File: config.mk
export PLATFORM = sky130hd
export DESIGN_NAME = fifo_dot_mac
export DESIGN_NICKNAME = d
export VERILOG_FILES = /design/src/rtl/fifo_dot_mac.sv
export SDC_FILE = /design/constraint.sdc
export NUM_CORES = 1
export LEC_CHECK = 0
export ABC_AREA = 1
export ABC_CLOCK_PERIOD_IN_PS = 7310
export BUFFER_PORTS_ARGS = -buffer_cell sky130_fd_sc_hd__buf_2
export CORE_MARGIN = 3
export CORE_UTILIZATION = 45
export DETAILED_ROUTE_END_ITERATION = 10
export PLACE_DENSITY = 0.73
export SETUP_SLACK_MARGIN = 0.02
export SYNTH_ARGS = -nofsm -noshare
export SYNTH_HDL_FRONTEND = slang
export SYNTH_SLANG_ARGS = --single-unit
File: constraint.sdc
create_clock -name clk -period 7.31 [get_ports clk]
set_input_delay 1.462 -clock clk [delete_from_list [all_inputs] [get_ports clk]]
set_output_delay 1.462 -clock clk [all_outputs]
set_load 0.1 [all_outputs]
File: src/rtl/fifo_dot_mac.sv
// fifo_dot_mac: drains LEN (A, B) pairs from two FIFOs in lockstep and accumulates their dot product.
// Optional build macro ACC_SAT_EN: saturate the accumulator instead of wrapping.
module fifo_dot_mac #(
  parameter int DATA_WIDTH = 8,
  parameter int LEN        = 8,
  parameter int ACC_WIDTH  = 24
) (
  input  logic                  clk,
  input  logic                  rst,
  input  logic                  start,
  input  logic                  a_empty,
  input  logic [DATA_WIDTH-1:0] a_data,
  output logic                  a_rden,
  input  logic                  b_empty,
  input  logic [DATA_WIDTH-1:0] b_data,
  output logic                  b_rden,
  output logic                  busy,
  output logic                  done,
  output logic [ACC_WIDTH-1:0]  result
);

  localparam int CNT_W  = $clog2(LEN + 1);
  localparam int PROD_W = 2 * DATA_WIDTH;

  typedef enum logic [1:0] {IDLE, RUN, DONE} state_t;

  state_t              state;
  logic [CNT_W-1:0]    issued;
  logic [CNT_W-1:0]    consumed;
  logic                valid;
  logic                rden;
  logic [PROD_W-1:0]   product;
  logic [ACC_WIDTH-1:0] next_acc;

  assign rden    = (state == RUN) && !a_empty && !b_empty && (issued < CNT_W'(LEN));
  assign a_rden  = rden;
  assign b_rden  = rden;
  assign product = PROD_W'(a_data) * PROD_W'(b_data);

`ifdef ACC_SAT_EN
  // One extra carry bit detects overflow so the sum can clamp at all-ones.
  logic [ACC_WIDTH:0] sum;
  assign sum      = {1'b0, result} + (ACC_WIDTH + 1)'(product);
  assign next_acc = sum[ACC_WIDTH] ? '1 : sum[ACC_WIDTH-1:0];
`else
  assign next_acc = result + ACC_WIDTH'(product);
`endif

  always_ff @(posedge clk) begin
    if (rst) begin
      state    <= IDLE;
      issued   <= '0;
      consumed <= '0;
      valid    <= 1'b0;
      busy     <= 1'b0;
      done     <= 1'b0;
      result   <= '0;
    end else begin
      valid <= rden;
      done  <= 1'b0;
      case (state)
        IDLE: begin
          if (start) begin
            state    <= RUN;
            busy     <= 1'b1;
            result   <= '0;
            issued   <= '0;
            consumed <= '0;
          end
        end
        RUN: begin
          if (rden)
            issued <= issued + CNT_W'(1);
          // valid marks the cycle the popped pair is present on a_data/b_data.
          if (valid) begin
            result   <= next_acc;
            consumed <= consumed + CNT_W'(1);
            if (consumed == CNT_W'(LEN - 1)) begin
              state <= DONE;
              busy  <= 1'b0;
              done  <= 1'b1;
            end
          end
        end
        DONE: begin
          state <= IDLE;
        end
        default: begin
          state <= IDLE;
        end
      endcase
    end
  end

endmodule
==> metrics.md <==
| Metric | Value |
|---|---|
| Setup Viol. Count Final | 0 |
| Outcome | finished, final reports clean |
| Vias in the first global route | between 4000 and 5000 |
| Final RePlAce weighted congestion | 0.944 |
| Most area-consuming cells after synthesis | fa_1, dfxtp_1, nand2_1, inv_1, ha_1 |
| Min cycle time layout | 5110 ps |
| Initial DRC count | roughly 170 |
| Endpoints failing hold | 0 |
| CTS tree | yes |
| Via density | roughly 4.8 |
| Cell taking the most area after synthesis | fa_1 |
| Via count | ~4000 |
| Diodes inserted | 0 |
| Hold Buf Count CTS | 0 |
| Multiplexer share of the synthesized area | 0% |
| Hold Crit Class | flip-flop to flip-flop |
| Post-synthesis sequential area ratio | ~16% |
| Area of the multi-input gates | just over 3000 um^2 |
| Filler cell count | approximately 1000 |
| Worst setup margin | 2200 ps |
| Compound-Gate Fraction of Synth Area | 6.98% |
| Antenna-violating nets left | 0 |
| Leak | 2.92 nW |
| Flop pwr share | between 20% and 30% |
| Clk root buf | clkbuf_8 |
| Final #Nets | around 820 |
| Starting density of the core | between 40% and 50% |
| Drt first pass iters | 6 |
| Setup TNS | 0 ps |
| Seq. cell area | 741 um^2 |
| Die area | 11600 um^2 |
| Max_cap viols | 0 |
| Synth unique cells | 35 |
| Max incr delay on CP | roughly 550 ps |
| DR WL/cell | 12.3 um |
| YS warnings | 0 |
| Postcts setup bufs | 0 |
| Ys async rst share | 0% |
| Port bufs | between 40 and 50 |
| Post-synthesis net count | 783 |
| Crit-path slowest cell | fa_1 |
| Xor and xnor fraction of the mapped netlist area | less than 1% |
| Switching power | between 500 and 600 uW |
| Startpoint types | input pin |
| Initial antenna violation count | 0 |
| CP max FO | 8 |
| Worst-margin pin slew | about 590 ps |
| Net Sw Frac | about half |
| Post-Synthesis Cells | around 670 |
| First-pass GRT wire length | ~18000 um |
| Worst endpoint required time | 7470 ps |
| Clock power share | 14.7% |
| Adder-cell share of the synthesized area | roughly a third |
| H-tree levels | 2 |
| Area fraction of the dominant cell type after synthesis | a little over a fifth |
| Slew Limit Fails | 0 |
| WS Path Type | input pin to flip-flop |
| Post-CTS sizing | 0 |
| Mapped cell area | 4660 um^2 |
| Power Internal | 506 uW |
| Congestion Overflow GR | 0 |
| Residual DRC | 0 |
| Layout cells sized above 1 | 13.2% |
| FP Rows | 36 |
| Post-synth EDFFs | 0 |
| Chip Width | between 100 and 150 um |
| Largest net degree at the start of global routing | 28 |
| # clock sinks | 37 |
| VDD IR max | approximately 0.00011 V |
| Critical Path End Type | flip-flop |
| Final wirelength | around 10000 um |
| Max_slew headroom | between 60% and 70% |
| CTS max path bufs | 2 |
| PwrDens | between 200 and 250 nW/um^2 |
| Worst Path Arrival | approximately 5300 ps |
| Die Span Y | 108 um |
| I/O pin count | slightly below 50 |
| Synthesized flop and latch total | 37 |
| CTS clk-pin slew, worst paths | roughly 90 ps |
| Skew final | roughly 8.1 ps |
| Logic gate share of total power | about 65% |
| Syn_area_per_cell | about 7 um^2 |
| Fmax achieved | 196 MHz |
| Placeable Area | ~9900 um^2 |
| Setup WS pre-CTS | 1890 ps |
| P&R area growth vs syn | 8.35% |
| Dominant synthesized flop cell | dfxtp_1 |
| Post-Synth Simple-Gate Area | about a quarter |
| Clk_lat worst skew | about 290 ps |
| Final period utilization | between 60% and 70% |
| Post-DP HPWL | between 8000 and 9000 um |
| Unrepaired setup endpoints after global routing | no |
| Num CTS Buffers | 5 |
| GRT Resource Usage Total | 19.4% |
| Critical path, cell by cell | buf_2 > nand2_1 > fa_1 > inv_1 > fa_1 > fa_1 > inv_1 > fa_1 > inv_1 > ha_1 > nand2_1 > inv_1 > a21oi_1 > nand2_2 > or2_2 > nand3_1 > a21oi_1 |
| Largest family of logic cells by synthesized area | adder cells |
-- power groups by stage --
stage / logic (mW) / clock network [mW] / registers [mW]
CTS: 0.686 / 0.160 / 0.209
global placement: 0.665 / 0 / 0.214
global route: 0.797 / 0.170 / 0.210
finish: 0.684 / 0.154 / 0.209
floorplan: 0.516 / 0 / 0.240
detailed placement: 0.680 / 0 / 0.214
-- worst paths after layout --
kind           endpoint  cells past startpoint       from  slack [ps]
max          result[11]                     17  b_data[4]        2200
min           issued[3]                      2  issued[3]         450
max reg2reg  result[11]                     15  result[6]        3250
min reg2reg   issued[3]                      2  issued[3]         450
-- flip-flops by register name (all words and copies together), names as in the netlist --
| register | cells |
|---|---|
| result | 24 |
| consumed | 4 |
| issued | 4 |
| state | 2 |
| busy | 1 |
| done | 1 |
| valid | 1 |
-- routing by layer --
metal  vias to the layer above  share of wire (%)  routed length, um  global-route usage, %
met5                         -                  0                  0                      0
met4                         0                1.7                176                   5.23
met3                        16                3.4                349                   2.34
met2                        69                 50               5160                   34.0
met1                      1861                 45               4630                   25.2
li1                       2040                  -                  -                      -
-- final cells by class --
class	instances	area share (%)
multi-input combinational	427	61.8
sequential	37	14.7
inverter	182	13.6
timing repair buffer	48	4.76
tap	133	3.30
clock buffer	5	1.36
clock inverter	3	0.496
-- critical path: cells and delay by family --
kind / cells / cell delay (ps)
buffers and inverters: 5 / 390
AO/OA/AOI/OAI: 2 / 230
AND/OR/NAND/NOR: 5 / 730
adder cells (fa/ha/maj): 5 / 2450
-- stage by stage --
step	power, mW	hold slack, ps	util, %	cells	instance area, um^2
after floorplan	0.757	430	-	669	4660
after global placement	0.879	447	50.0	827	4950
after detailed placement	0.894	445	50.0	827	4950
after CTS	1.06	459	50.9	835	5050
after global routing	1.18	489	50.9	835	5050
final	1.05	454	50.9	835	5050
-- Yosys cell counts, drive strengths merged, types with 4 or more instances --
library cell	number
inv	182
fa	50
nand3b	5
nand2	190
buf	6
a21oi	42
nor2	31
nand4	4
clkbuf	17
nand3	30
a211oi	5
nor3	9
o21ai	9
dfxtp	37
ha	43
-- cell families (layout without fill, tap and decap cells) --
kind of cell | Yosys count | count (layout)
buffers and inverters | 205 | 238
adder cells (fa/ha/maj) | 93 | 93
flip-flops | 37 | 37
XOR/XNOR | 1 | 1
AO/OA/AOI/OAI | 57 | 57
AND/OR/NAND/NOR | 276 | 276
-- cells in the final DEF (no fill, tap or decap), types with 2 or more instances in the layout --
cell type  count
nor2_1        25
nand2_1      180
inv_2          5
inv_4          2
a211oi_2       4
inv_1        175
nand3_1       26
buf_2         48
dfxtp_1       37
clkbuf_8       5
nand4_1        3
fa_1          50
nor2_4         2
and2_1         3
or2_2          2
nand3_2        4
nor3_1         7
inv_6          2
nor2_2         3
a21oi_1       41
nor3_2         2
ha_1          43
o21ai_0        9
nand2_2        9
nand3b_1       5
Power figures use the tool's default switching activity.
